File: src/rtl/boot_pkg.sv
// rtl/boot_pkg.sv - shared types, constants and count clamp for the boot loader
package boot_pkg;

  localparam int BOOT_BYTE_W = 8;

  typedef enum logic [2:0] {
    IDLE,
    RECV,
    WRITE,
    CHK,
    DONE
  } boot_state_t;

  // Limit the requested word count to the number of addressable cache words.
  function automatic logic [31:0] clamp_count(input logic [31:0] count, input int addr_w);
    logic [31:0] limit;
    limit = 32'd1 << addr_w;
    return (count > limit) ? limit : count;
  endfunction

endpackage

File: src/rtl/boot_loader_if.sv
// rtl/boot_loader_if.sv - byte-stream input and instruction-cache write port of the boot loader
interface boot_loader_if
  import boot_pkg::*;
#(
  parameter int ADDR_W = 8,
  parameter int WORD_W = 32
);

  logic                   rx_valid;
  logic [BOOT_BYTE_W-1:0] rx_data;
  logic                   rx_ready;
  logic                   boot_up;
  logic [ADDR_W-1:0]      boot_addr;
  logic [WORD_W-1:0]      boot_datai;
  logic                   boot_web;

  modport master (
    input  rx_valid, rx_data,
    output rx_ready, boot_up, boot_addr, boot_datai, boot_web
  );

  modport slave (
    output rx_valid, rx_data,
    input  rx_ready, boot_up, boot_addr, boot_datai, boot_web
  );

endinterface

File: src/rtl/boot_word_assembler.sv
// rtl/boot_word_assembler.sv - packs bytes MSB-first into instruction words
module boot_word_assembler
  import boot_pkg::*;
#(
  parameter int WORD_W = 32
)
(
  input  logic                   clk,
  input  logic                   clear,
  input  logic                   accept,
  input  logic [BOOT_BYTE_W-1:0] data,
  output logic                   word_valid,
  output logic [WORD_W-1:0]      word
);

  localparam int BYTES_PER_WORD = WORD_W / BOOT_BYTE_W;
  localparam int CNT_W          = (BYTES_PER_WORD > 1) ? $clog2(BYTES_PER_WORD) : 1;

  logic [CNT_W-1:0]              cnt_q;
  logic [WORD_W-BOOT_BYTE_W-1:0] shift_q;
  logic                          last_byte;

  assign last_byte  = (cnt_q == CNT_W'(BYTES_PER_WORD - 1));
  // The completed word is presented combinationally on the final byte's handshake.
  assign word       = {shift_q, data};
  assign word_valid = accept && last_byte;

  always_ff @(posedge clk) begin
    if (clear) begin
      cnt_q   <= '0;
      shift_q <= '0;
    end else if (accept) begin
      shift_q <= word[WORD_W-BOOT_BYTE_W-1:0];
      cnt_q   <= last_byte ? '0 : cnt_q + CNT_W'(1);
    end
  end

endmodule

File: src/rtl/boot_loader.sv
// rtl/boot_loader.sv - streams bytes into the instruction cache; BOOT_CHECKSUM_EN adds a trailing XOR check byte
module boot_loader
  import boot_pkg::*;
#(
  parameter int ADDR_W = 8,
  parameter int WORD_W = 32
)
(
  input  logic              clk,
  input  logic              rst,
  input  logic              start,
  input  logic [ADDR_W:0]   word_count,
  boot_loader_if.master     bus,
  output logic              busy,
  output logic              done,
  output logic              err
);

  localparam int CNT_W = ADDR_W + 1;

  boot_state_t       state_q, state_d;
  logic [CNT_W-1:0]  count_q, wr_cnt_q;
  logic [ADDR_W-1:0] addr_q;
  logic [WORD_W-1:0] data_q;
  logic              start_ok, accept, word_accept, last_word;
  logic              word_valid;
  logic [WORD_W-1:0] word;

  assign start_ok    = start && (state_q == IDLE);
  assign accept      = bus.rx_valid && bus.rx_ready;
  assign word_accept = accept && (state_q == RECV);
  assign last_word   = ((wr_cnt_q + CNT_W'(1)) == count_q);

  boot_word_assembler #(.WORD_W(WORD_W)) u_asm (
    .clk        (clk),
    .clear      (rst || start_ok),
    .accept     (word_accept),
    .data       (bus.rx_data),
    .word_valid (word_valid),
    .word       (word)
  );

  always_comb begin
    state_d = state_q;
    case (state_q)
      IDLE:  if (start) state_d = (word_count == '0) ? DONE : RECV;
      RECV:  if (word_valid) state_d = WRITE;
      WRITE: begin
        if (!last_word) begin
          state_d = RECV;
        end else begin
`ifdef BOOT_CHECKSUM_EN
          state_d = CHK;
`else
          state_d = DONE;
`endif
        end
      end
      CHK:   if (accept) state_d = DONE;
      DONE:  state_d = IDLE;
      default: state_d = IDLE;
    endcase
  end

  assign bus.rx_ready   = (state_q == RECV) || (state_q == CHK);
  assign bus.boot_up    = (state_q == RECV) || (state_q == WRITE) || (state_q == CHK);
  assign bus.boot_web   = (state_q != WRITE);
  assign bus.boot_addr  = addr_q;
  assign bus.boot_datai = data_q;
  assign busy           = (state_q != IDLE);
  assign done           = (state_q == DONE);

  always_ff @(posedge clk) begin
    if (rst) begin
      state_q  <= IDLE;
      count_q  <= '0;
      wr_cnt_q <= '0;
      addr_q   <= '0;
      data_q   <= '0;
    end else begin
      state_q <= state_d;
      if (start_ok) begin
        count_q  <= CNT_W'(clamp_count(32'(word_count), ADDR_W));
        wr_cnt_q <= '0;
        if (word_count != '0) addr_q <= '0;
      end
      if (word_valid) data_q <= word;
      // The address only advances when another word follows, so DONE shows the last one written.
      if (state_q == WRITE) begin
        wr_cnt_q <= wr_cnt_q + CNT_W'(1);
        if (!last_word) addr_q <= addr_q + ADDR_W'(1);
      end
    end
  end

`ifdef BOOT_CHECKSUM_EN
  logic [BOOT_BYTE_W-1:0] csum_q;
  logic                   err_q;

  always_ff @(posedge clk) begin
    if (rst) begin
      csum_q <= '0;
      err_q  <= 1'b0;
    end else begin
      if (start_ok) begin
        csum_q <= '0;
        err_q  <= 1'b0;
      end else if (word_accept) begin
        csum_q <= csum_q ^ bus.rx_data;
      end
      if ((state_q == CHK) && accept) err_q <= err_q || (bus.rx_data != csum_q);
    end
  end

  assign err = err_q;
`else
  assign err = 1'b0;
`endif

endmodule
File: src/flat_wrapper.sv
// flat-port wrapper written by rule: the top's interface ports become plain ports
module boot_loader_flat import boot_pkg::*;
#(
  parameter int ADDR_W = 8,
  parameter int WORD_W = 32
)
  (clk, rst, start, word_count, busy, done, err, bus_rx_valid, bus_rx_data, bus_rx_ready, bus_boot_up, bus_boot_addr, bus_boot_datai, bus_boot_web);
  boot_loader_if #(.ADDR_W(ADDR_W), .WORD_W(WORD_W)) bus_i ();
  input  logic clk;
  input  logic rst;
  input  logic start;
  input  logic [ADDR_W:0] word_count;
  output logic busy;
  output logic done;
  output logic err;
  input wire logic [$bits(bus_i.rx_valid)-1:0] bus_rx_valid;
  input wire logic [$bits(bus_i.rx_data)-1:0] bus_rx_data;
  output wire logic [$bits(bus_i.rx_ready)-1:0] bus_rx_ready;
  output wire logic [$bits(bus_i.boot_up)-1:0] bus_boot_up;
  output wire logic [$bits(bus_i.boot_addr)-1:0] bus_boot_addr;
  output wire logic [$bits(bus_i.boot_datai)-1:0] bus_boot_datai;
  output wire logic [$bits(bus_i.boot_web)-1:0] bus_boot_web;
  assign bus_i.rx_valid = bus_rx_valid;
  assign bus_i.rx_data = bus_rx_data;
  assign bus_rx_ready = bus_i.rx_ready;
  assign bus_boot_up = bus_i.boot_up;
  assign bus_boot_addr = bus_i.boot_addr;
  assign bus_boot_datai = bus_i.boot_datai;
  assign bus_boot_web = bus_i.boot_web;
  boot_loader #(.ADDR_W(ADDR_W), .WORD_W(WORD_W)) u_core (.clk(clk), .rst(rst), .start(start), .word_count(word_count), .bus(bus_i), .busy(busy), .done(done), .err(err));
endmodule
File: config.mk
export PLATFORM = sky130hd
export DESIGN_NAME = boot_loader_flat
export DESIGN_NICKNAME = d
export VERILOG_FILES = /design/src/rtl/boot_pkg.sv /design/src/rtl/boot_loader_if.sv /design/src/rtl/boot_word_assembler.sv /design/src/rtl/boot_loader.sv /design/src/flat_wrapper.sv
export SDC_FILE = /design/constraint.sdc
export NUM_CORES = 1
export LEC_CHECK = 0
export ABC_CLOCK_PERIOD_IN_PS = 2200
export BUFFER_PORTS_ARGS = -buffer_cell sky130_fd_sc_hd__buf_2
export CORE_MARGIN = 2
export CORE_UTILIZATION = 50
export CTS_BUF_LIST = sky130_fd_sc_hd__clkbuf_4 sky130_fd_sc_hd__clkbuf_8 sky130_fd_sc_hd__clkbuf_16
export CTS_CLUSTER_DIAMETER = 120
export CTS_CLUSTER_SIZE = 16
export DETAILED_ROUTE_END_ITERATION = 12
export GPL_ROUTABILITY_DRIVEN = 0
export PLACE_DENSITY_LB_ADDON = 0.25
export RECOVER_POWER = 25
export SLEW_MARGIN = 25
export SYNTH_ARGS = -nofsm -noshare
export SYNTH_HDL_FRONTEND = slang
export SYNTH_SLANG_ARGS = --single-unit
File: constraint.sdc
create_clock -name clk -period 2.2 [get_ports clk]
set_input_delay 0.11 -clock clk [delete_from_list [all_inputs] [get_ports clk]]
set_output_delay 0.11 -clock clk [all_outputs]
set_load 0.005 [all_outputs]
==> flow_metrics.py, run 1 <==
metrics = {
    "status": {
        "status": "finished clean",
    },
    "worst_setup_path": {
        "crit_chain": "dlygate4sd3_1, buf_2, or4_1, nor3_2, nor2_1, or4_1, o311ai_1",
        "critPathCaptureType": "flip-flop",
        "cp_slowest_cell": "dlygate4sd3_1",
        "critPathMaxFanout": 11,
        "crit_top_cell": "or4_1",
        "cp.arrival_ns": 2.38,
        "worstPathRequired_ns": 2.46,
        "start_kind": "input pin",
        "slowest_delay_ns": 0.53,
        "critPathKind": "in -> reg",
    },
    "power": {
        "power_density_nw_per_um2": 643,
        "leakage_uw": 0.00173,
        "vdd_ir_drop_max_mv": 0.507,
        "p_total_uw": 2980,
    },
    "synth": {
        "syn-num-nets": 500,
        "ys_warn_count": 0,
        "yosys.area.top_type": "dfxtp_1",
        "synth.most_common_cell": "nand2_1",
        "ys_seq_elements": 87,
        "netlist_top_cells_count": "131 x nand2_1, 87 x dfxtp_1, 75 x a21oi_1",
        "synth_edf_count": 0,
        "synth-seq-area-share": 0.463,
        "post_synth.cell_area_avg_um2": 7.91,
        "synthCells": 476,
        "syn_area_um2": 3760,
        "async_flop_share": 0,
        "synth-main-ff-cell": "dfxtp_1",
        "yosysTopAreaCellShare": 0.463,
        "synthDistinctLibCells": 53,
        "synth_area_leaders": "dfxtp_1 46%, nand2_1 13%, a21oi_1 10%",
    },
    "global_route": {
        "grt_pass1_wl_um": 15900,
        "track_usage": 0.235,
        "antenna_found_initial": 0,
        "first_global_vias": 3474,
        "overflow": 0,
        "grt_start_max_net_pins": 33,
    },
    "sta": {
        "hold_viol_final": 0,
        "max_freq_mhz": 471,
        "slew_headroom": 0.559,
        "drv_slew": 0,
        "holdWs_ns": 0.0582,
        "fin_crit_ns": 2.12,
        "tightest_slew_ns": 0.660,
        "setup-violations-final": 0,
        "setup_ws_ns": 0.0751,
        "clock_skew_ns": 0.0133,
        "timing.final.crit_share": 0.966,
    },
    "layout": {
        "num-nets-final": 579,
        "multi_input_area_um2": 1930,
        "final_core_util": 0.639,
        "diodes": 0,
        "drive_gt1_frac": 0.195,
        "instances_no_fill": 659,
        "ff_latch_area_um2": 1750,
        "areaGrowthSynthToFinish_pct": 23.1,
        "fillers": 661,
    },
    "floorplanning": {
        "pin_count": 67,
        "start_util": 0.519,
        "die_w_um": 90.8,
        "design.core.area_um2": 7250,
        "rows": 31,
        "fp.dieH_um": 90.8,
        "fp.dieArea_um2": 8240,
    },
    "min_path": {
        "hold_class": "in -> reg",
    },
    "routing": {
        "firstDrtPassIters": 4,
        "drtIter0Drc": 163,
        "drc_errors": 0,
        "vias_per_cell": 5.45,
        "wl_per_cell_um": 14.1,
        "dr_total_vias": 3591,
        "drt-total-wl_um": 9270,
        "ant_nets": 0,
    },
    "place": {
        "place.detailed.instances": 629,
        "dp_hpwl_um": 6280,
        "pre_cts_ws_ns": -0.0223,
        "io_buffers": 65,
    },
    "cts": {
        "clk_pin_slew_ns": 0.09,
        "cts_root_buffer": "clkbuf_8",
        "cts.path.max_buffers": 2,
        "htree_num_levels": 3,
        "clk_latency_ns": 0.36,
        "cts_tree": "yes",
        "cts_buffers": 9,
        "clock-sinks": 87,
    },
    "job": {
        "cap_violations": 0,
    },
}
==> path summary, 6_finish.rpt <==
kind | startpoint | endpoint | slack [ns] | cells past startpoint
hold / removal | word_count[8] | u_core.count_q[8] | 0.06 | 3
setup reg to reg | u_core.wr_cnt_q[7] | u_core.bus.boot_addr[0] | 0.08 | 7
hold reg to reg | u_core.u_asm.shift_q[22] | u_core.bus.boot_datai[30] | 0.46 | 2
setup / recovery | word_count[3] | u_core.bus.boot_addr[5] | 0.08 | 7
==> per-stage QoR <==
stage	area (µm²)	TNS, ns
after floorplan	3760	0
after global placement	4230	0
after detailed placement	4230	-0.0430
after CTS	4600	0
after global routing	4630	-0.00737
final	4630	0
==> cells by family (layout without fill, tap and decap cells) <==
family,after synthesis,count (layout),synth area share
AO/OA/AOI/OAI,113,113,0.176
XOR/XNOR,11,11,0.0256
adder cells (fa/ha/maj),3,3,0.00997
buffers and inverters,34,118,0.0389
flip-flops,87,87,0.463
multiplexers,4,4,0.0113
other,1,1,0.000996
AND/OR/NAND/NOR,223,223,0.275
==> what timing repair did <==
item / 4_1_cts / 5_1_grt
resized for setup: 3 / 11
hold buffers: 14 / 0
hold endpoints to repair: 20 / 0
endpoints found under the setup margin: 6 / 7
buffers inserted: 0 / 0
==> flip-flops by register name, summed over array words and instances (netlist names) <==
name,cells
u_core.bus.boot_datai,32
u_core.u_asm.shift_q,24
u_core.count_q,9
u_core.wr_cnt_q,9
u_core.bus.boot_addr,8
u_core.state_q,3
u_core.u_asm.cnt_q,2
==> power by group <==
group	switching (µW)	internal, µW	total [µW]	leakage [µW]
registers	13.6	1590	1600	0.000704
clock network	627	553	1180	0.000109
logic	116	80.5	197	0.000913
==> cells in the final DEF, fill, tap and decap left out, drive strengths merged, types with 5 or more instances in the layout <==
cell         count
dfxtp           87
a21oi           75
o21ai           11
buf             75
nand3           11
nor2            23
or4              6
a22o             6
nand2          132
nor3            12
dlygate4sd3     14
inv              6
nor3b            8
xnor2            6
clkbuf          20
nand2b           7
xor2             5
==> per-layer routing <==
layer | GRT usage | wire length [µm] | share of wire | vias to the layer above
met5 | 0 | 0 | 0 | -
met4 | 0.0603 | 101 | 0.011 | 0
met3 | 0.0634 | 438 | 0.047 | 10
met2 | 0.414 | 4670 | 0.50 | 85
met1 | 0.284 | 4060 | 0.44 | 1699
li1 | - | - | - | 1797
==> worst max-delay path: cells and delay by family <==
kind            cells  cell delay [ns]
buf+inv             2             0.66
simple gates        4             1.52
compound gates      1             0.09
==> cell type report <==
cell class                 count  area share
multi-input combinational    355       0.417
timing repair buffer         100       0.132
inverter                       2     0.00162
clock inverter                 7      0.0192
sequential                    87       0.377
clock buffer                   9      0.0267
tap                           99      0.0267
Note: power is estimated with default switching activity, not from simulation.
==> run 2, diff against run 1 <==
--- a/config.mk
+++ b/config.mk
@@ -15,7 +15,6 @@
 export DETAILED_ROUTE_END_ITERATION = 12
 export GPL_ROUTABILITY_DRIVEN = 0
 export PLACE_DENSITY_LB_ADDON = 0.25
-export RECOVER_POWER = 25
 export SLEW_MARGIN = 25
 export SYNTH_ARGS = -nofsm -noshare
 export SYNTH_HDL_FRONTEND = slang
==> run 2 against run 1 <==
  * Wire length fell by 0.54%
  * First-iteration DRC count down 7.4%
  * Cell count stayed put
  * Highest routed layer unchanged
==> flow_metrics.py, run 2 (synthesis gave the netlist of run 1 again) <==
metrics = {
    "status": {
        "status": "finished clean",
    },
    "sta": {
        "max_freq_mhz": 470,
        "hold_viol_final": 0,
        "setup-violations-final": 0,
        "setup_ws_ns": 0.0732,
        "slew_headroom": 0.557,
        "holdWs_ns": 0.0590,
        "drv_slew": 0,
        "timing.final.crit_share": 0.967,
        "clock_skew_ns": 0.0138,
        "tightest_slew_ns": 0.662,
        "fin_crit_ns": 2.13,
    },
    "cts": {
        "cts_root_buffer": "clkbuf_8",
        "clock-sinks": 87,
        "cts_tree": "yes",
        "clk_pin_slew_ns": 0.09,
        "clk_latency_ns": 0.36,
        "cts.path.max_buffers": 2,
        "cts_buffers": 9,
        "htree_num_levels": 3,
    },
    "place": {
        "dp_hpwl_um": 6280,
        "io_buffers": 65,
        "pre_cts_ws_ns": -0.0223,
        "placed_cell_area_um2": 4230,
    },
    "global_route": {
        "grt_pass1_wl_um": 15900,
        "track_usage": 0.235,
        "first_global_vias": 3474,
        "antenna_found_initial": 0,
        "grt_start_max_net_pins": 33,
        "overflow": 0,
    },
    "floorplanning": {
        "fp.dieArea_um2": 8240,
        "design.core.area_um2": 7250,
        "fp.dieH_um": 90.8,
        "rows": 31,
        "start_util": 0.519,
        "pin_count": 67,
        "die_w_um": 90.8,
    },
    "layout": {
        "diodes": 0,
        "final_cell_mix": "131 x nand2_1, 83 x dfxtp_1, 75 x a21oi_1, 65 x buf_2, 22 x nor2_1",
        "mostFrequentLayoutCell": "nand2_1",
        "largest_reg_flops": 32,
        "num-nets-final": 579,
        "final_area_um2": 4650,
        "final_core_util": 0.641,
        "areaGrowthSynthToFinish_pct": 23.4,
        "fillers": 655,
        "drive_gt1_frac": 0.214,
    },
    "routing": {
        "drtIter0Drc": 151,
        "drt-total-wl_um": 9220,
        "dr_total_vias": 3583,
        "firstDrtPassIters": 4,
        "wl_per_cell_um": 14.0,
        "vias_per_cell": 5.44,
        "drc_errors": 0,
        "ant_nets": 0,
    },
    "worst_setup_path": {
        "timing.critical_path.buf_inv": 2,
        "regToRegSetupSlack_ns": 0.11,
        "crit_top_cell": "or4_1",
        "critPathCaptureType": "flip-flop",
        "start_kind": "input pin",
        "critPathKind": "in -> reg",
        "critPathMaxFanout": 11,
        "cp.arrival_ns": 2.38,
        "slowest_delay_ns": 0.53,
        "crit_chain": "dlygate4sd3_1, buf_2, or4_1, nor3_2, nor2_1, or4_1, o311ai_1",
        "cp_slowest_cell": "dlygate4sd3_1",
        "path_delay_family": "simple AND/OR/NAND/NOR gates",
        "worstPathRequired_ns": 2.46,
    },
    "power": {
        "leakage_uw": 0.00178,
        "p_total_uw": 2980,
        "power_density_nw_per_um2": 641,
        "clock_power_share": 0.397,
        "switching_share": 0.254,
        "p_int_uw": 2220,
        "p_seq_frac": 0.537,
        "vdd_ir_drop_max_mv": 0.509,
        "switchingPower_uw": 758,
        "pwr-share-comb": 0.066,
    },
    "min_path": {
        "hold_class": "in -> reg",
    },
    "job": {
        "cap_violations": 0,
    },
}
## run 2: repair_timing
| item | in CTS | in global routing |
|---|---|---|
| buffers inserted | 0 | 0 |
| resized for setup | 3 | 11 |
| endpoints found under the hold margin | 20 | 0 |
| setup endpoints to repair | 6 | 7 |
| hold buffers | 14 | 0 |
## run 2: cell type report
type / instances / area (µm²) / share of cell area
clock buffers: 9 / 124 / 0.0267
repair buffers: 100 / 623 / 0.134
multi-input cells: 355 / 1930 / 0.416
inverters: 2 / 7.51 / 0.00162
clock inverters: 7 / 88.8 / 0.0191
flip-flops and latches: 87 / 1750 / 0.376
well taps: 99 / 124 / 0.0267
## run 2: stage by stage
step	instances	setup TNS, ns
after global routing	659	-0.00737
after global placement	629	0
final	659	0
after detailed placement	629	-0.0430
after CTS	659	0
after floorplan	476	0
## run 2: power groups by stage
stage | clock network [µW] | registers [µW] | logic (µW)
CTS | 1210 | 1600 | 190
global route | 1270 | 1600 | 217
detailed placement | 0 | 1640 | 169
floorplan | 0 | 1630 | 108
finish | 1180 | 1600 | 196
global placement | 0 | 1640 | 166
## run 2: final timing paths
| kind | from | end | cells past startpoint |
|---|---|---|---|
| worst max register to register | u_core.wr_cnt_q[7] | u_core.bus.boot_addr[0] | 7 |
| worst max-delay path | word_count[3] | u_core.bus.boot_addr[5] | 7 |
| worst min-delay path | word_count[8] | u_core.count_q[8] | 3 |
| worst min register to register | u_core.bus.boot_datai[28] | u_core.bus.boot_datai[28] | 2 |
## run 2: worst reg2reg max path, cell delays in order, from the launching register on
cell and delay [ns]:
dfxtp_1 0.46, xor2_1 0.45, o41ai_2 0.19, o41ai_2 0.10, nor2_1 0.13, a21oi_1 0.19
buf_4 0.16, mux2_1 0.31
## run 2: layer usage
metal,part of all wire,wire length [µm],vias to the layer above,GRT usage
li1,-,-,1798,-
met1,0.43,3990,1692,0.284
met2,0.51,4700,83,0.414
met3,0.046,428,10,0.0634
met4,0.011,99,0,0.0603
met5,0,0,-,0
